File: config.mk
export PLATFORM = sky130hd
export DESIGN_NAME = vscale_csr_rmw_master
export DESIGN_NICKNAME = d
export VERILOG_FILES = /design/src/rtl/vscale_csr_rmw_master.sv
export SDC_FILE = /design/constraint.sdc
export NUM_CORES = 1
export LEC_CHECK = 0
export ABC_CLOCK_PERIOD_IN_PS = 2650
export BUFFER_PORTS_ARGS = -buffer_cell sky130_fd_sc_hd__clkbuf_2
export CAP_MARGIN = 10
export CORE_ASPECT_RATIO = 2
export CORE_MARGIN = 2
export CORE_UTILIZATION = 26
export DETAILED_ROUTE_END_ITERATION = 16
export PLACE_DENSITY = 0.57
export SLEW_MARGIN = 20
export SYNTH_ARGS = -nofsm -noshare
export SYNTH_HDL_FRONTEND = slang
export SYNTH_SLANG_ARGS = --single-unit
File: constraint.sdc
create_clock -name clk -period 2.65 [get_ports clk]
set_clock_uncertainty 0.05 [all_clocks]
set_input_delay 0.53 -clock clk [delete_from_list [all_inputs] [get_ports clk]]
set_output_delay 0.53 -clock clk [all_outputs]
set_load 0.03 [all_outputs]
File: src/rtl/vscale_csr_rmw_master.sv
// vscale_csr_rmw_master: runs one CSR read-modify-write per request.
// Privilege, read-only and implemented-address checks complete before any write is issued.
module vscale_csr_rmw_master #(
  parameter int XPR_LEN    = 32,
  parameter int CSR_ADDR_W = 12
) (
  input  logic                  clk,
  input  logic                  reset,
  input  logic                  req_valid,
  output logic                  req_ready,
  input  logic [1:0]            req_op,
  input  logic [CSR_ADDR_W-1:0] req_addr,
  input  logic [XPR_LEN-1:0]    req_operand,
  input  logic                  req_src_zero,
  input  logic [1:0]            prv,
  input  logic                  kill,
  output logic [CSR_ADDR_W-1:0] csr_addr,
  output logic                  csr_en,
  output logic                  csr_wen,
  output logic [XPR_LEN-1:0]    csr_wdata,
  input  logic [XPR_LEN-1:0]    csr_rdata,
  input  logic                  csr_defined,
  output logic                  resp_valid,
  input  logic                  resp_ready,
  output logic [XPR_LEN-1:0]    resp_rdata,
  output logic                  resp_illegal
);
  typedef enum logic [1:0] {IDLE, READ, WRITE, RESP} state_t;
  state_t                state_q;
  logic [1:0]            op_q, prv_q;
  logic [CSR_ADDR_W-1:0] addr_q;
  logic [XPR_LEN-1:0]    operand_q, wdata_q, rdata_q;
  logic                  src_zero_q, ready_q, en_q, wen_q, valid_q, illegal_q;
  logic                  write_intent, illegal;
  logic [XPR_LEN-1:0]    new_d;
  always_comb begin
    write_intent = op_q == 2'b01 || (op_q != 2'b00 && !src_zero_q);
    illegal = op_q == 2'b00 || !csr_defined || addr_q[9:8] > prv_q ||
              (write_intent && addr_q[11:10] == 2'b11);
    new_d = op_q == 2'b01 ? operand_q :
            op_q == 2'b10 ? csr_rdata | operand_q : csr_rdata & ~operand_q;
  end
  always_ff @(posedge clk or negedge reset) begin
    if (!reset) begin
      state_q    <= IDLE;
      op_q       <= 2'b00;
      prv_q      <= 2'b00;
      addr_q     <= '0;
      operand_q  <= '0;
      src_zero_q <= 1'b0;
      wdata_q    <= '0;
      rdata_q    <= '0;
      ready_q    <= 1'b1;
      en_q       <= 1'b0;
      wen_q      <= 1'b0;
      valid_q    <= 1'b0;
      illegal_q  <= 1'b0;
    end else begin
      case (state_q)
        IDLE: if (req_valid) begin
          state_q    <= READ;
          op_q       <= req_op;
          addr_q     <= req_addr;
          operand_q  <= req_operand;
          src_zero_q <= req_src_zero;
          prv_q      <= prv;
          ready_q    <= 1'b0;
          en_q       <= 1'b1;
        end
        READ: begin
          if (kill) begin
            state_q <= IDLE;
            ready_q <= 1'b1;
            en_q    <= 1'b0;
          end else if (write_intent && !illegal) begin
            state_q   <= WRITE;
            wen_q     <= 1'b1;
            wdata_q   <= new_d;
            rdata_q   <= csr_rdata;
            illegal_q <= 1'b0;
          end else begin
            state_q   <= RESP;
            en_q      <= 1'b0;
            valid_q   <= 1'b1;
            rdata_q   <= illegal ? '0 : csr_rdata;
            illegal_q <= illegal;
          end
        end
        WRITE: begin
          state_q <= kill ? IDLE : RESP;
          ready_q <= kill;
          valid_q <= !kill;
          en_q    <= 1'b0;
          wen_q   <= 1'b0;
          wdata_q <= '0;
        end
        default: if (resp_ready) begin
          state_q   <= IDLE;
          ready_q   <= 1'b1;
          valid_q   <= 1'b0;
          illegal_q <= 1'b0;
          rdata_q   <= '0;
        end
      endcase
    end
  end
  // kill must cancel the write strobe within the same cycle, so it gates the registered enable
  assign csr_wen      = wen_q & ~kill;
  assign csr_en       = en_q;
  assign csr_addr     = en_q ? addr_q : '0;
  assign csr_wdata    = wdata_q;
  assign req_ready    = ready_q;
  assign resp_valid   = valid_q;
  assign resp_rdata   = rdata_q;
  assign resp_illegal = illegal_q;
endmodule

Yosys cells after proc, flatten, opt, wreduce, memory -nomap -nowiden
Cells that the tools add are included.

Multiplexer cells: 35. Equal/unequal tests: 11. Magnitude comparators: 1. Reductions and logical operators: 27. Bitwise operators: 7.

Operators by type and width (count): $mux W32 (8); $pmux W32 S2 (2); $and A32 B32 Y32 (1); $not A32 Y32 (1); $or A32 B32 Y32 (1); $mux W1 (14); $mux W12 (1); $reduce_and A3 Y1 (4); $ne A2 B2 Y1 const B (5); $pmux W1 S3 (3); $mux W2 (4); $eq A2 B2 Y1 const B (3); $pmux W2 S3 (1); $reduce_bool A2 Y1 (3); $reduce_bool A3 Y1 (2); $eq A2 B1 Y1 const B (2); $logic_not A1 Y1 (4); $logic_not A2 Y1 (2); $logic_or A1 B1 Y1 (4); $pmux W1 S2 (2); $reduce_and A2 Y1 (2); $reduce_and A4 Y1 (1); $reduce_bool A4 Y1 (1); $logic_and A1 B1 Y1 (3); other kinds (5) (7).

Input port bits: 87. Register bits: 120. Logic and storage cells: 94.

Longest topological paths before layout
Gate-level depths: netlist (run 1).

Depth after elaboration: 10. Mapped depth: 8.

Worst setup path before layout (run 1)
Ideal clock, no wire load.

Kind: flip-flop to flip-flop. Start point: reg addr_q[9]. End point: reg wdata_q[10] (netlist: csr_wdata[10]). Slack: 734 ps. Stages on the path, launching flop included: 7. Data arrival time: 1745 ps. Library setup time: 121 ps. Buffers on the path: 1. Path through: dfrtp_1 > ha_1 > and3_1 > a21oi_1 > o41a_4 > buf_6 > a22o_1.

Cells in the longest elaborated chain, start to end: 7.

RTL lines: start, declared (line 31) `logic [CSR_ADDR_W-1:0] addr_q;`; start signal, assigned (line 63) `addr_q <= req_addr;`; $gt A2 B2 Y1 (line 38) `illegal = op_q == 2'b00 || !csr_defined || addr_q[9:8] > prv_q ||`; $logic_or A1 B1 Y1 (2 in series) (line 38); $logic_not A1 Y1 (line 75) `end else if (write_intent && !illegal) begin`; $logic_and A1 B1 Y1 (line 75); $ne A2 B2 Y1 (no line); $reduce_and A3 Y1 (no line); end signal, assigned (line 78) `wdata_q <= new_d;`; end, declared (line 32) `logic [XPR_LEN-1:0] operand_q, wdata_q, rdata_q;`.

Every way passes these cells. A chain may end at the register's enable or synchronous reset.

Final worst setup path (run 1)
Start point: reg state_q[1]. End point: reg wdata_q[17] (netlist: csr_wdata[17]).

Cells in the longest elaborated chain, start to end: 3. Elaborated cells between the ends (all ways): 7.

RTL lines: start, declared (line 29) `state_t state_q;`; start signal, assigned (line 90) `state_q <= kill ? IDLE : RESP;`; $eq A2 B1 Y1 or $eq A2 B2 Y1 (tied branches) (line 59) `case (state_q)`; $ne A2 B2 Y1 (no line) or $reduce_bool A2 Y1 (tied branches); $reduce_and A3 Y1 (no line).

Parallel ways exist; a longest one is shown, timed or not.

==> run summary, run 1 <==
status -> finished clean
Synth Area in Adders -> 0.0137
via count -> 4244
Hold Fails Final Rpt -> 0
first-pass GRT wire length -> 24900 um
initial antenna violation count -> 0
crit path buf inv count -> 2
Netlist Area Pre-Place -> 5490 um2
CP top delay family -> simple AND/OR/NAND/NOR gates
maximum fanout along the worst path -> 20
Syn. warnings -> 0
hold-fix buffers at CTS -> 0
Residual DRC -> 0
Slew Limit Fails -> 0
die height -> 210 um
Post-synth EDFFs -> 0
Cell Rows -> 75
Slew headroom -> 0.403
most common cell after layout, fill and taps aside -> clkbuf_2
post-synthesis mux area share -> 0.104
Simple-Gate Fraction of Synth Area -> 0.0674
Routed Antenna Nets -> 0
maxcap violations -> 0
Die Width -> 107 um
Core ar. -> 20800 um2
post-synthesis sequential area ratio -> 0.547
Synth Net Count -> 531
Util after Layout -> 0.351
asr flop ratio synth -> 1.00
gpl congestion -> 0.806
final setup TNS -> 0 ps
fmax -> 447 MHz
Vias/cell -> 4.77
Pleak -> 0.00349 uW
crit path capture type -> flop
Final Cycle Share -> 0.844
Reg-to-Reg Start -> state_q[1]
RSZ-0062 raised after global routing -> no
routed len/inst -> 18.2 um
CTS clk-pin slew, worst paths -> 50 ps
register area -> 3010 um2
gr ovfl total -> 0
Post-CTS Setup Inserts -> 0
1st-iter DRT viols -> 184
dpl hpwl -> 11500 um
Startpoint Class -> flop
Worst Tran Pin Value -> 893 ps
Top FF cell, synth -> dfrtp_1
pin count of the biggest net entering global routing -> 121
# clock sinks -> 120
die area -> 22400 um2
Area Growth Syn to Fin -> 33.0%
post-synthesis cell count -> 438
post-synthesis compound-gate area fraction -> 0.187
main combinational cell family by area after synthesis -> compound AO/OA/AOI/OAI gates
CP max stage delay -> 570 ps
TritonCTS buffer count -> 17
CTS root buf -> clkbuf_16
vias in the first global route -> 4342
fill count -> 2159
#FFs+latches synth -> 120
Tmin final -> 2240 ps
layout cell share with drive strength beyond 1 -> 0.437
Synth Area in XOR/XNOR -> 0.0494
syn_area_per_cell -> 12.5 um2
clock latency on the worst-skew pair -> 420 ps
Initial Util -> 0.264
Peak VDD IR -> 577 uV
most frequent cells in the layout -> clkbuf_2, dfrtp_1, a22o_1
CTS tree -> done
number of diodes -> 0
CTS max path bufs -> 2
H-tree depth -> 4
# setup viols final -> 0
I/O pin count -> 168
Tot GR Track Use -> 0.150
worst-path cell chain -> inv_1, ha_1, and2b_1, nand4b_1, nor3_4, buf_12, a22o_1
worst min path class -> primary input to asynchronous set/reset pin
crit path DAT -> 2540 ps
final WL -> 16200 um
Buffers on Ports -> 167
CP max-delay cell -> nor3_4
Netlist cell types -> 42
Worst EP required -> 2950 ps
Resized Gates After CTS -> 0
First-pass DRT Iterations -> 4
Critical path origin -> state_q[1]
Layout Nets -> 700
footprint of the multi-input gates -> 2350 um2
pwr/cell area -> 1370 nW/um2
Crit Path Category -> flop to flop
## worst paths after layout
path	to	slack, ps	cells after the start
worst min-delay path	resp_rdata[19]	140	2
worst max register to register	csr_wdata[17]	410	7
max in group asynchronous	operand_q[4]	1870	2
min in group clk	op_q[1]	290	2
worst min register to register	addr_q[2]	450	1
worst max-delay path	csr_wdata[17]	410	7
## per-stage QoR
stage / worst slack, ps / std cells / power [uW] / cell area (um2) / hold WS, ps
after floorplan: 734 / 438 / 6320 / 5490 / 184
after global placement: 341 / 857 / 7550 / 6670 / 431
after detailed placement: 291 / 857 / 7630 / 6670 / 438
after CTS: 360 / 889 / 10200 / 7310 / 192
after global routing: 225 / 889 / 10700 / 7310 / 185
final: 413 / 889 / 10000 / 7310 / 137
## cells by family after synthesis
logic type / after synthesis
compound gates: 120
xor+xnor: 31
fa+ha+maj: 6
buf+inv: 35
flops: 120
mux: 51
simple gates: 75
## cell type report
class                           instances  area share
Sequential cell                       120       0.411
Clock buffer                           21      0.0644
Timing Repair Buffer                  180       0.131
Inverter                                5     0.00257
Clock inverter                         11      0.0233
Multi-Input combinational cell        283       0.321
Tap cell                              269      0.0461
## state kept, by name (all words and copies together), names as in the netlist
register	flops
addr_q	12
csr_en	1
csr_wdata	32
op_q	2
operand_q	32
prv_q	2
req_ready	1
resp_illegal	1
resp_rdata	32
resp_valid	1
src_zero_q	1
state_q	2
wen_q	1
## synth_stat cells, types with 5 or more instances
library cell,instances,area share
ha_1,6,0.014
and2_1,12,0.014
nand2b_1,6,0.0068
a22o_1,64,0.10
inv_1,5,0.0034
nor2_1,35,0.024
dfrtp_1,119,0.54
nor2b_1,5,0.0057
nand2_1,7,0.0048
clkbuf_1,14,0.0096
mux2_2,50,0.10
a221oi_1,31,0.049
buf_2,11,0.010
xnor2_1,31,0.049
## where the power goes
part           internal (uW)  total [uW]  switching [uW]
Combinational           1860        4370            2520
Sequential              2550        3160             613
Clock                   1650        2510             859
Total                   6050       10000            3990
## routing by layer
metal | share of wire | vias to the layer above | GRT usage
met1 | 0.36 | 2123 | 0.156
li1 | - | 1975 | -
met2 | 0.57 | 122 | 0.276
met3 | 0.039 | 24 | 0.0342
met4 | 0.030 | 0 | 0.0730
met5 | 0 | - | 0
Power figures use the tool's default switching activity.
==> inputs of run 2 (changes only) <==
- ABC_CLOCK_PERIOD_IN_PS: 2650 -> 1900
- PLACE_DENSITY: 0.57 -> 0.59
- clock period: 2.65 -> 1.9 ns (I/O delays scaled with it)
==> run 2 against run 1 <==
  * Critical path depth is 1 lower
  * Cell area is 3.6% higher
  * Combinational power is 54% higher
  * Sequential power is 41% higher
  * Highest routed layer unchanged
  * Largest cell class unchanged
  * Register-to-register slack worse by 450 ps
  * Largest power group unchanged
  * Via count is 3.7% higher
  * The run now ends with negative setup slack left
  * Non-clock buffer count is 18 higher
==> run summary, run 2 (same netlist as run 1, synthesis figures left out) <==
Switching Share -> 0.403 (+0.00615)
CP top delay family -> compound AO/OA/AOI/OAI gates
Crit Path Category -> flop to flop
worst hold path startpoint -> req_operand[0]
Die Width -> 107 um (unchanged)
crit path buf inv count -> 2 (unchanged)
die area -> 22400 um2 (unchanged)
CTS clk-pin slew, worst paths -> 60 ps (about the same)
Non-Filler Instances -> 908 (+2.1%)
number of diodes -> 0 (unchanged)
dpl hpwl -> 12000 um (+4.7%)
crit path DAT -> 2190 ps (-350 ps)
fmax -> 515 MHz (+15%)
clock latency on the worst-skew pair -> 420 ps (about the same)
Peak VDD IR -> 707 uV (+23%)
CP max stage delay -> 570 ps (about the same)
H-tree depth -> 4 (unchanged)
CP max-delay cell -> o41a_4
Placement Setup Slack -> -15.9 ps (-307 ps)
slack of the critical path -> -40.7 ps (-453 ps)
Slew Limit Fails -> 0 (unchanged)
routed len/inst -> 19.0 um (+4.4%)
maxcap violations -> 0 (unchanged)
NetSw -> 5810 uW (+46%)
pin count of the biggest net entering global routing -> 76 (-37%)
Initial Util -> 0.264 (unchanged)
Startpoint Class -> flop
# clock sinks -> 120 (unchanged)
crit path capture type -> flop
CTS root buf -> clkbuf_16
Routed Antenna Nets -> 0 (unchanged)
worst-path cell chain -> inv_1, ha_4, nand2b_1, o41a_4, buf_12, a22o_1
most common cell after layout, fill and taps aside -> clkbuf_2
Tot GR Track Use -> 0.154 (+0.00384)
Hold WS -> 142 ps (+5.01 ps)
First-pass DRT Iterations -> 5 (+1)
Vias/cell -> 4.85 (+1.6%)
gr ovfl total -> 0 (unchanged)
vias in the first global route -> 4487 (+3.3%)
# setup viols final -> 28 (+28)
Cell Rows -> 75 (unchanged)
die height -> 210 um (unchanged)
Hold Fails Final Rpt -> 0 (unchanged)
initial antenna violation count -> 0 (unchanged)
most frequent cells in the layout -> clkbuf_2, dfrtp_1, a22o_1
Core ar. -> 20800 um2 (unchanged)
CP Depth -> 6 (-1)
gpl congestion -> 0.856 (+6.2%)
Setup crit end -> csr_wdata[5]
Area Growth Syn to Fin -> 37.8%
Logic pwr share -> 0.466 (+0.031)
clock share of power -> 0.225 (-0.025)
Slew headroom -> 0.382 (-0.0216)
Layout Nets -> 719 (+2.7%)
Buffers on Ports -> 167 (unchanged)
final setup TNS -> -811 ps (-811 ps)
worst min path class -> primary input to flop
CTS max path bufs -> 2 (unchanged)
R2R depth -> 6 (-1)
Sequential Power Share -> 0.310 (-0.005)
Worst EP required -> 2150 ps (-800 ps)
TritonCTS buffer count -> 17 (unchanged)
via count -> 4402 (+3.7%)
1st-iter DRT viols -> 157 (-15%)
Cells after DPL -> 872 (+1.8%)
Pleak -> 0.00360 uW (+3.1%)
maximum fanout along the worst path -> 13 (-35%)
Residual DRC -> 0 (unchanged)
Worst Tran Pin Value -> 926 ps (+33.6 ps)
Tmin final -> 1940 ps (-297 ps)
Final Cycle Share -> 1.02 (+0.177)
Post-CTS Setup Inserts -> 0 (unchanged)
RSZ-0062 raised after global routing -> yes
reg2reg setup slack -> -40 ps (-450 ps)
pwr/cell area -> 1900 nW/um2 (+39%)
layout cell share with drive strength beyond 1 -> 0.465 (+0.0277)
I/O pin count -> 168 (unchanged)
Util after Layout -> 0.363 (+0.0126)
status -> finished with violations
CTS tree -> done
first-pass GRT wire length -> 25500 um (+2.4%)
final WL -> 17300 um (+6.7%)
failing checks -> negative setup slack
Internal Dissipation -> 8600 uW (+42%)
Reg-to-Reg Start -> state_q[1]
Critical path origin -> state_q[1]
Reg-to-Reg End -> csr_wdata[5]
==> run 2: layout make-up <==
cell class | count | area, um2
clock buffer | 22 | 444
clock inverter | 10 | 128
fill | 2147 | 13300
inverter | 5 | 18.8
multi-input combinational | 284 | 2420
sequential | 120 | 3010
tap | 269 | 337
timing repair buffer | 198 | 1220
==> run 2: worst min path at each step <==
stage	to	slack, ps	depth (start not counted)
after floorplan	addr_q[0]	30	0
after global placement	src_zero_q	340	2
after detailed placement	addr_q[11]	350	2
after CTS	operand_q[0]	120	2
after global routing	operand_q[29]	120	2
final	operand_q[0]	140	2
==> run 2: power by group through the flow <==
stage | Sequential [uW] | Clock (uW) | Combinational (uW)
finish | 4460 | 3240 | 6710
global route | 4610 | 3430 | 7270
CTS | 4430 | 3340 | 6600
detailed placement | 4460 | 0 | 6560
global placement | 4420 | 0 | 6460
floorplan | 5030 | 0 | 3790
==> run 2: what timing repair did <==
item	in CTS	in global routing
setup endpoints to repair	31	68
pin swaps	0	5
hold buffers	1	0
gates resized for setup	3	9
endpoints found under the hold margin	91	0
cloned	0	3
==> run 2: per-layer routing <==
layer  up-vias  track usage  share of wire
met4         0       0.0860          0.038
met2       130        0.280           0.56
li1       2013            -              -
met5         -            0              0
met1      2229        0.164           0.37
met3        30       0.0261          0.031
==> run 2: per-stage QoR <==
stage | power, uW | cell area (um2)
6_report | 14400 | 7570
5_1_grt | 15300 | 7570
4_1_cts | 14400 | 7480
3_5_place_dp | 11000 | 6890
3_3_place_gp | 10900 | 6890
2_1_floorplan | 8820 | 5500
==> inputs of run 3 (changes only) <==
- ABC_AREA: not set -> 1
- HOLD_SLACK_MARGIN: not set -> 0.15
==> run 3 against run 2 <==
  * The run now ends clean
  * Clock power up 9.3%
  * Cell area up 5.4%
  * Synthesized cell count grew 55%
  * Worst setup slack improved by 190 ps
  * Sequential cell count is the same
  * Count of clock-buffer cells in the layout decreased by 3
  * Global-route usage rose by 1.0 points
  * Critical path type is now flop to output pin
  * Non-clock buffer count increased by 46
  * Combinational power is 14% lower
  * Routed wire length rose by 5.1%
  * Register-to-register slack better by 220 ps
  * Sequential power is 4.9% lower
==> run summary, run 3 <==
Cell Rows -> 75 (unchanged)
Netlist cell types -> 27 (-36%)
cells taking the most area after synthesis -> dfrtp_1, nand2_1, nand3_1, o21ai_0, inv_1
Post-synth EDFFs -> 0 (unchanged)
Syn. warnings -> 0 (unchanged)
Tmin final -> 1750 ps (-188 ps)
crit path DAT -> 1320 ps (-870 ps)
Slew headroom -> 0.560 (+0.178)
count leader, synth -> nand2_1
Reg-to-Reg Start -> addr_q[9]
maxcap violations -> 0 (unchanged)
fmax -> 571 MHz (+11%)
via count -> 5208 (+18%)
CTS clk-pin slew, worst paths -> 60 ps (about the same)
Startpoint Class -> flop
Initial Util -> 0.265 (+0.000790)
Vias/cell -> 4.38 (-9.6%)
R2R depth -> 8 (+2)
reg2reg setup slack -> 180 ps (+220 ps)
die height -> 210 um (+0.37%)
Slew Limit Fails -> 0 (unchanged)
Die Width -> 107 um (+0.36%)
final setup TNS -> 0 ps (+811 ps)
First-pass DRT Iterations -> 5 (unchanged)
syn_area_per_cell -> 8.18 um2 (-35%)
gr ovfl total -> 0 (unchanged)
final WL -> 18100 um (+5.1%)
most common cell after layout, fill and taps aside -> nand2_1
gpl congestion -> 0.808 (-5.6%)
die area -> 22500 um2 (+0.73%)
CP max-delay cell -> dfrtp_2
CTS root buf -> clkbuf_16
pwr/cell area -> 1700 nW/um2 (-11%)
1st-iter DRT viols -> 209 (+33%)
CP Depth -> 3 (-3)
worst-path cell chain -> nand2_1, inv_1, clkbuf_2
CP max stage delay -> 530 ps (-40 ps)
footprint of the multi-input gates -> 2110 um2 (-13%)
Routed Antenna Nets -> 0 (unchanged)
maximum fanout along the worst path -> 14 (+1)
routed len/inst -> 15.3 um (-20%)
Final Instance Area -> 7980 um2 (+5.4%)
RSZ-0062 raised after global routing -> no
CTS max path bufs -> 2 (unchanged)
vias in the first global route -> 5280 (+18%)
Yosys top cell area share -> 0.538 (-0.00404)
Post-CTS Setup Inserts -> 0 (unchanged)
Residual DRC -> 0 (unchanged)
Crit Path Category -> flop to output pin
post-synthesis cell count -> 677 (+55%)
status -> finished clean
worst min path class -> primary input to flop
Worst EP required -> 1470 ps (-680 ps)
CTS tree -> done
Synth Net Count -> 770 (+45%)
Pleak -> 0.00434 uW (+21%)
Core ar. -> 20900 um2 (+0.45%)
# clock sinks -> 120 (unchanged)
Setup crit end -> csr_addr[5]
pin count of the biggest net entering global routing -> 46 (-39%)
fill count -> 2147 (unchanged)
Area Growth Syn to Fin -> 44.2%
CP top delay family -> flip-flops
#FFs+latches synth -> 120 (unchanged)
dpl hpwl -> 13000 um (+8.0%)
Buffers on Ports -> 167 (unchanged)
Reg-to-Reg End -> resp_rdata[2]
Top FF cell, synth -> dfrtp_1
Commonest cells post-synth -> nand2_1, dfrtp_1, nand3_1
Critical path origin -> csr_en
clock latency on the worst-skew pair -> 420 ps (about the same)
Util after Layout -> 0.381 (+0.0180)
Hold WS -> 165 ps (+22.9 ps)
Peak VDD IR -> 771 uV (+9.1%)
Worst Tran Pin Value -> 659 ps (-267 ps)
post-synthesis sequential area ratio -> 0.543 (-0.00408)
Layout Nets -> 998 (+39%)
# setup viols final -> 0 (-100%)
Final Cycle Share -> 0.923 (-0.0989)
Tot GR Track Use -> 0.164 (+0.0102)
register area -> 3010 um2 (about the same)
asr flop ratio synth -> 1.00 (unchanged)
crit path capture type -> output pin
initial antenna violation count -> 1 (+1)
H-tree depth -> 4 (unchanged)
worst hold path startpoint -> csr_rdata[22]
Hold Fails Final Rpt -> 0 (unchanged)
slack of the critical path -> 147 ps (+188 ps)
crit path buf inv count -> 2 (unchanged)
first-pass GRT wire length -> 28000 um (+9.9%)
I/O pin count -> 168 (unchanged)
Placement Setup Slack -> 80.9 ps (+96.9 ps)
most frequent cells in the layout -> nand2_1, clkbuf_2, dfrtp_1
TritonCTS buffer count -> 17 (unchanged)
layout cell share with drive strength beyond 1 -> 0.263 (-0.202)
Netlist Area Pre-Place -> 5540 um2 (+0.75%)
Post-DP Area -> 6750 um2 (-1.9%)
cell taking the most area after synthesis -> dfrtp_1
-- run 3: layout make-up --
cell class / instances / area share
Sequential cell: 120 / 0.377
Multi-Input combinational cell: 457 / 0.264
Timing Repair Buffer: 244 / 0.205
Clock buffer: 19 / 0.0567
Tap cell: 269 / 0.0422
Inverter: 65 / 0.0306
Clock inverter: 13 / 0.0243
Antenna cell: 1 / 0.000314
-- run 3: timing repair --
| action | in CTS | in global routing |
|---|---|---|
| endpoints found under the hold margin | 89 | 0 |
| endpoints found under the setup margin | 4 | 27 |
| hold buffers | 56 | 0 |
| gates resized for setup | 1 | 6 |
-- run 3: worst register-to-register path, cell delays in order (launching register included) --
cell and delay (ps):
dfrtp_1 400, ha_1 300, nand2_1 70, nand2_1 50, nand2_2 130, and2_1 240
buf_4 240, nand3_1 100, nand2_1 70
-- run 3: kinds of logic after synthesis --
| family | count (synthesis) | share of synthesized area |
|---|---|---|
| buffers and inverters | 100 | 0.0791 |
| AO/OA/AOI/OAI | 81 | 0.0746 |
| flip-flops | 120 | 0.543 |
| AND/OR/NAND/NOR | 370 | 0.290 |
| adder cells (fa/ha/maj) | 6 | 0.0136 |
-- run 3: where the power goes --
part / internal, uW / total, uW / switching [uW]
registers: 3590 / 4240 / 648
logic: 1770 / 5770 / 4000
clock network: 2280 / 3540 / 1260
-- run 3: per-layer routing --
metal,global-route usage,routed length [um],share of wire,vias to the layer above
met4,0.0824,622,0.034,0
li1,-,-,-,2625
met3,0.0328,812,0.045,28
met5,0,0,0,-
met1,0.170,6680,0.37,2400
met2,0.305,10000,0.55,155
-- run 3: worst min-delay path by stage --
| stage | to | slack, ps | cells after the start |
|---|---|---|---|
| floorplan | addr_q[0] | 30 | 0 |
| global placement | operand_q[15] | 260 | 1 |
| detailed placement | operand_q[15] | 260 | 1 |
| CTS | resp_rdata[11] | 150 | 3 |
| global route | operand_q[3] | 160 | 3 |
| finish | resp_rdata[22] | 160 | 3 |
-- run 3: stage by stage --
step | power, uW | cells
after CTS | 13700 | 1187
after floorplan | 8050 | 677
final | 13500 | 1188
after global routing | 14500 | 1188
after detailed placement | 9980 | 1099
after global placement | 9910 | 1099
